==> src/rtl/sap1e_pkg.sv <==
// Shared definitions for the SAP-1E program loader: FSM encoding, frame header
// and sticky error codes.
package sap1e_pkg;

  typedef enum logic [2:0] {
    ST_IDLE   = 3'd0,
    ST_HDR    = 3'd1,
    ST_COUNT  = 3'd2,
    ST_DATA   = 3'd3,
    ST_CSUM   = 3'd4,
    ST_VERIFY = 3'd5,
    ST_DONE   = 3'd6,
    ST_ERR    = 3'd7
  } loader_state_t;

  localparam logic [7:0] LOADER_HDR = 8'hA5;

  localparam logic [1:0] LOADER_ERR_NONE   = 2'd0;
  localparam logic [1:0] LOADER_ERR_CSUM   = 2'd1;
  localparam logic [1:0] LOADER_ERR_VERIFY = 2'd2;
  localparam logic [1:0] LOADER_ERR_COUNT  = 2'd3;

  // States in which a new load may be started.
  function automatic logic loader_can_start(input loader_state_t s);
    return (s == ST_IDLE) || (s == ST_DONE) || (s == ST_ERR);
  endfunction

  // States that consume bytes from the stream.
  function automatic logic loader_accepts(input loader_state_t s);
    return (s == ST_HDR) || (s == ST_COUNT) || (s == ST_DATA) || (s == ST_CSUM);
  endfunction

endpackage

==> src/rtl/loader_sum.sv <==
// Clearable, enabled modulo-2^DATA_WIDTH accumulator used for both the write
// checksum and the readback sum.
module loader_sum #(
  parameter int DATA_WIDTH = 8
) (
  input  logic                  clock,
  input  logic                  clear,
  input  logic                  enable,
  input  logic [DATA_WIDTH-1:0] din,
  output logic [DATA_WIDTH-1:0] sum,
  output logic [DATA_WIDTH-1:0] sum_next
);

  // sum_next lets the caller judge the final word in the same cycle it arrives.
  assign sum_next = sum + din;

  always_ff @(posedge clock) begin
    if (clear) begin
      sum <= '0;
    end else if (enable) begin
      sum <= sum_next;
    end
  end

endmodule

==> src/rtl/ram_loader.sv <==
// Program-RAM loader: accepts a framed byte stream (header, count, data,
// checksum), writes it to RAM, then reads it back to verify.
module ram_loader
  import sap1e_pkg::*;
#(
  parameter int DATA_WIDTH = 8,
  parameter int ADDR_WIDTH = 4
) (
  input  logic                  clock,
  input  logic                  reset_n,
  input  logic                  start,
  input  logic [DATA_WIDTH-1:0] rx_data,
  input  logic                  rx_valid,
  output logic                  rx_ready,
  output logic [ADDR_WIDTH-1:0] ram_addr,
  output logic [DATA_WIDTH-1:0] ram_wdata,
  output logic                  ram_we,
  input  logic [DATA_WIDTH-1:0] ram_rdata,
  output logic                  loading,
  output logic                  done,
  output logic [1:0]            error
);

  localparam int DEPTH = 1 << ADDR_WIDTH;
  localparam int CW    = DATA_WIDTH + 1;
  localparam logic [CW-1:0] DEPTH_W = CW'(DEPTH);

  loader_state_t state;

  // Extra top bit lets a full-depth load finish without wrapping to 0.
  logic [ADDR_WIDTH:0]   addr_cnt;
  logic [ADDR_WIDTH:0]   addr_inc;
  logic [CW-1:0]         count;
  logic [CW-1:0]         count_in;
  logic                  count_bad;
  logic                  last_word;
  logic [DATA_WIDTH-1:0] expected;

  logic                  xfer;
  logic                  start_ok;
  logic                  hdr_match;
  logic                  csum_match;

  logic                  sum_clear;
  logic                  sum_en;
  logic [DATA_WIDTH-1:0] sum_in;
  logic [DATA_WIDTH-1:0] sum;
  logic [DATA_WIDTH-1:0] sum_next;

  assign rx_ready   = loader_accepts(state);
  assign xfer       = rx_valid && rx_ready;
  assign start_ok   = start && loader_can_start(state);
  assign hdr_match  = (rx_data == DATA_WIDTH'(LOADER_HDR));
  assign csum_match = (rx_data == sum);

  // A count byte of zero stands for a full-depth image.
  assign count_in  = (rx_data == '0) ? DEPTH_W : {1'b0, rx_data};
  assign count_bad = (count_in > DEPTH_W);

  assign addr_inc  = addr_cnt + (ADDR_WIDTH + 1)'(1);
  assign last_word = (CW'(addr_inc) == count);

  always_comb begin
    sum_clear = 1'b0;
    sum_en    = 1'b0;
    sum_in    = rx_data;
    if (start_ok) begin
      sum_clear = 1'b1;
    end else begin
      case (state)
        ST_DATA:   sum_en    = xfer;
        ST_CSUM:   sum_clear = xfer && csum_match;
        ST_VERIFY: begin
          sum_en = 1'b1;
          sum_in = ram_rdata;
        end
        default: ;
      endcase
    end
  end

  loader_sum #(
    .DATA_WIDTH(DATA_WIDTH)
  ) u_sum (
    .clock    (clock),
    .clear    (sum_clear),
    .enable   (sum_en),
    .din      (sum_in),
    .sum      (sum),
    .sum_next (sum_next)
  );

  // Frame length and reference checksum are pure data; no reset needed.
  always_ff @(posedge clock) begin
    if (state == ST_COUNT && xfer) begin
      count <= count_in;
    end
    if (state == ST_CSUM && xfer) begin
      expected <= sum;
    end
  end

  always_ff @(posedge clock or negedge reset_n) begin
    if (!reset_n) begin
      state     <= ST_IDLE;
      addr_cnt  <= '0;
      ram_addr  <= '0;
      ram_wdata <= '0;
      ram_we    <= 1'b0;
      loading   <= 1'b0;
      done      <= 1'b0;
      error     <= LOADER_ERR_NONE;
    end else begin
      ram_we <= 1'b0;
      case (state)
        ST_IDLE, ST_DONE, ST_ERR: begin
          if (start) begin
            state    <= ST_HDR;
            addr_cnt <= '0;
            loading  <= 1'b1;
            done     <= 1'b0;
            error    <= LOADER_ERR_NONE;
          end
        end

        // Anything other than the header byte is dropped to resync.
        ST_HDR: begin
          if (xfer && hdr_match) begin
            state <= ST_COUNT;
          end
        end

        ST_COUNT: begin
          if (xfer) begin
            if (count_bad) begin
              state   <= ST_ERR;
              error   <= LOADER_ERR_COUNT;
              loading <= 1'b0;
            end else begin
              state <= ST_DATA;
            end
          end
        end

        ST_DATA: begin
          if (xfer) begin
            ram_we    <= 1'b1;
            ram_addr  <= addr_cnt[ADDR_WIDTH-1:0];
            ram_wdata <= rx_data;
            addr_cnt  <= addr_inc;
            if (last_word) begin
              state <= ST_CSUM;
            end
          end
        end

        // Address 0 is presented on the edge into VERIFY so the first
        // readback word is available in VERIFY's first cycle.
        ST_CSUM: begin
          if (xfer) begin
            if (!csum_match) begin
              state   <= ST_ERR;
              error   <= LOADER_ERR_CSUM;
              loading <= 1'b0;
            end else begin
              state    <= ST_VERIFY;
              addr_cnt <= '0;
              ram_addr <= '0;
            end
          end
        end

        ST_VERIFY: begin
          if (last_word) begin
            loading <= 1'b0;
            if (sum_next == expected) begin
              state <= ST_DONE;
              done  <= 1'b1;
            end else begin
              state <= ST_ERR;
              error <= LOADER_ERR_VERIFY;
            end
          end else begin
            addr_cnt <= addr_inc;
            ram_addr <= addr_inc[ADDR_WIDTH-1:0];
          end
        end

        default: begin
          state   <= ST_IDLE;
          loading <= 1'b0;
        end
      endcase
    end
  end

endmodule

==> config.mk <==
export PLATFORM = sky130hd
export DESIGN_NAME = ram_loader
export DESIGN_NICKNAME = d
export VERILOG_FILES = /design/src/rtl/sap1e_pkg.sv /design/src/rtl/loader_sum.sv /design/src/rtl/ram_loader.sv
export SDC_FILE = /design/constraint.sdc
export NUM_CORES = 1
export LEC_CHECK = 0
export BUFFER_PORTS_ARGS = -buffer_cell sky130_fd_sc_hd__buf_2
export CAP_MARGIN = 20
export CORE_ASPECT_RATIO = 1.1
export CORE_MARGIN = 2
export CORE_UTILIZATION = 32
export DETAILED_ROUTE_END_ITERATION = 12
export GPL_TIMING_DRIVEN = 0
export SYNTH_ARGS = -nofsm -noshare
export SYNTH_HDL_FRONTEND = slang
export SYNTH_SLANG_ARGS = --single-unit
==> constraint.sdc <==
create_clock -name clock -period 3.08 [get_ports clock]
set_input_delay 0.616 -clock clock [delete_from_list [all_inputs] [get_ports clock]]
set_output_delay 0.616 -clock clock [all_outputs]
set_load 0.01 [all_outputs]
==> results.sh <==
export IMPL_gp_congestion=0.857
export IMPL_async_flop_share_pct=51.0
export IMPL_io_buffer_count=37
export IMPL_grt_pass1_vias=2430
export IMPL_ff_latch_area_mm2=0.00127
export IMPL_switching_power_uw=1630
export IMPL_drive_gt1_share_pct=26.5
export IMPL_grt_pass1_wl_um=12200
export IMPL_min_path_type="in -> async"
export IMPL_max_cap_viol_count=0
export IMPL_cts_tree="yes"
export IMPL_ant_nets=0
export IMPL_swShare_pct=44.0
export IMPL_fp_dieH_um=105
export IMPL_hold_viol=0
export IMPL_cts_sinks=49
export IMPL_finalClockSkew_ps=12.5
export IMPL_slew_violations=0
export IMPL_power_frac_comb_pct=61.2
export IMPL_fmax_mhz=338
export IMPL_first_iter_violations=131
export IMPL_synth_cells=317
export IMPL_worstPathRequired_ps=3300
export IMPL_die_x_um=96.1
export IMPL_yosysWarnings=0
export IMPL_synth_edf_count=16
export IMPL_synth_main_ff_cell="dfrtp_1"
export IMPL_num_io_pins=38
export IMPL_drc=0
export IMPL_final_setup_tns_ps=0
export IMPL_area_delta_synth_final_pct=22.0
export IMPL_setup_viol=0
export IMPL_wire_per_inst_um=15.7
export IMPL_startpoint_type="flop"
export IMPL_p_leak_uw=0.00159
export IMPL_fill_cells=923
export IMPL_start_util_pct=33.3
export IMPL_clk_latency_ps=320
export IMPL_status="completed"
export IMPL_critical_path_endpoint_type="flop"
export IMPL_path_clk_slew_ps=110
export IMPL_ys_ff_latch=49
export IMPL_rows=36
export IMPL_coreArea_mm2=0.00896
export IMPL_fin_crit_ps=2960
export IMPL_clock_path_buffers=2
export IMPL_cts_root_buf="clkbuf_8"
export IMPL_crit_type="reg -> reg"
export IMPL_grt_overflow=0
export IMPL_worstPathArrival_ps=3180
export IMPL_dieArea_mm2=0.0101
export IMPL_fin_util_pct=40.6
export IMPL_nets=403
export IMPL_synth_cell_type_count=59
export IMPL_p_per_area_mw_per_mm2=1020
export IMPL_clock_power_share_pct=10.8
export IMPL_hpwl_um=5600
export IMPL_dr_pass1_iters=4
export IMPL_netlist_area_mm2=0.00299
export IMPL_tightest_slew_ps=867
export IMPL_globalRouteTotalUtil_pct=15.5
export IMPL_ys_seq_area_share_pct=42.4
export IMPL_totalWireLength_um=7660
export IMPL_path_max_fanout=6
export IMPL_multi_input_area_mm2=0.00175
export IMPL_max_slew_margin_pct=42.0
export IMPL_htree_levels=2
export IMPL_irDropWorstVdd_mv=0.312
export IMPL_antenna_found_initial=0
export IMPL_synth_nets=347
export IMPL_viasPerCell=5.13
export IMPL_synth_avg_cell_area_um2=9.42
export IMPL_n_antenna_cell=0
export IMPL_internal_power_uw=2080
export IMPL_cts_made_buffers=5
export IMPL_grt_max_degree=26
export IMPL_share_seq_of_total_power_pct=27.9
export IMPL_vias=2503
export IMPL_fin_crit_sh_pct=96.1
## logic make-up after synthesis
family                   share of synthesized area [%]
adder cells (fa/ha/maj)                           4.44
XOR/XNOR                                          10.3
multiplexers                                      3.06
AO/OA/AOI/OAI                                     16.8
buffers and inverters                             3.06
flip-flops                                        42.4
AND/OR/NAND/NOR                                   19.9
## routing by layer
layer	vias up	part of all wire, %	track usage [%]
met5	-	0	0
li1	1225	-	-
met1	1214	44	19.3
met4	0	1.6	4.69
met3	10	3.4	2.57
met2	54	51	26.8
## synthesized netlist by cell type (5+ instances only)
cell	number	share of area [%]
nand2b_1	5	1.0
nor4_1	5	1.0
xnor2_1	13	3.8
nor2b_1	5	1.0
inv_1	6	0.75
nor3_1	9	1.5
a21oi_1	14	2.3
clkbuf_1	8	1.0
xor2_1	15	4.4
nor2_1	11	1.4
edfxtp_1	16	16
nand3_1	6	1.0
nand2_1	74	9.3
ha_1	9	3.8
dfxtp_1	8	5.4
dfrtp_1	25	21
o21ai_0	21	3.5
## registers in the layout, indices dropped and copies added (netlist names)
register,flops
ram_addr,4
count,8
loading,1
addr_cnt,5
ram_we,1
ram_wdata,8
u_sum.sum,8
error,2
state,3
expected,8
done,1
## power by group through the flow
stage / clock network (µW) / registers (µW) / logic, µW
3_5_place_dp: 0 / 1040 / 1910
4_1_cts: 407 / 1030 / 2040
2_1_floorplan: 0 / 1050 / 1410
3_3_place_gp: 0 / 1030 / 1880
5_1_grt: 429 / 1070 / 2500
6_report: 401 / 1040 / 2270
## stage by stage
| step | worst slack (ps) | hold WS [ps] | total power [µW] | cell area [µm²] | std cells |
|---|---|---|---|---|---|
| finish | 120 | 284 | 3710 | 3640 | 488 |
| global route | -22.4 | 334 | 4000 | 3640 | 488 |
| global placement | -854 | 457 | 2920 | 3310 | 468 |
| CTS | 0.492 | 309 | 3470 | 3480 | 480 |
| floorplan | 36.7 | 320 | 2460 | 2990 | 317 |
| detailed placement | -829 | 463 | 2950 | 3310 | 468 |
## area by class of cell
class                      instances  share of cell area [%]
tap                              114                    3.92
sequential                        49                    34.8
multi-input combinational        247                    48.1
inverter                           7                   0.859
clock inverter                     2                   0.378
clock buffer                       6                    1.99
timing repair buffer              49                    7.66
buffer                            14                    2.30
## worst max-delay path: stages, from the launching register on
cell	delay [ps]
dfrtp_1	430
inv_2	120
nand2_4	90
nor2_4	230
o21ai_1	130
ha_1	300
or4b_4	570
o221a_1	270
a2bb2oi_2	180
nor4_4	80
and3_4	200
a32o_1	240
## layout by cell type (no fill, tap or decap), types with 8 or more instances in the layout
cell and n:
dfxtp_1 8, clkbuf_1 8, xnor2_1 11, nand2_1 68, nor2_1 10, edfxtp_1 16
xor2_1 15, a21oi_1 13, buf_2 39, buf_4 14, dfrtp_1 25, nor3_1 9
o21ai_0 20
## final timing paths
kind | depth (start not counted) | slack, ps | start | to
max | 11 | 120 | state[1] | done
min | 1 | 280 | reset_n | state[2]
max reg2reg | 11 | 120 | state[1] | done
min reg2reg | 2 | 480 | ram_wdata[6] | ram_wdata[6]
max in group asynchronous | 1 | 2400 | reset_n | ram_wdata[6]
min in group clock | 2 | 480 | ram_wdata[6] | ram_wdata[6]
## repair_timing
item	in CTS	in global routing
buffers inserted	4	8
gates resized for setup	15	23
setup endpoints to repair	7	4
pin swaps	4	16
hold buffers	0	0
Power figures use the tool's default switching activity.
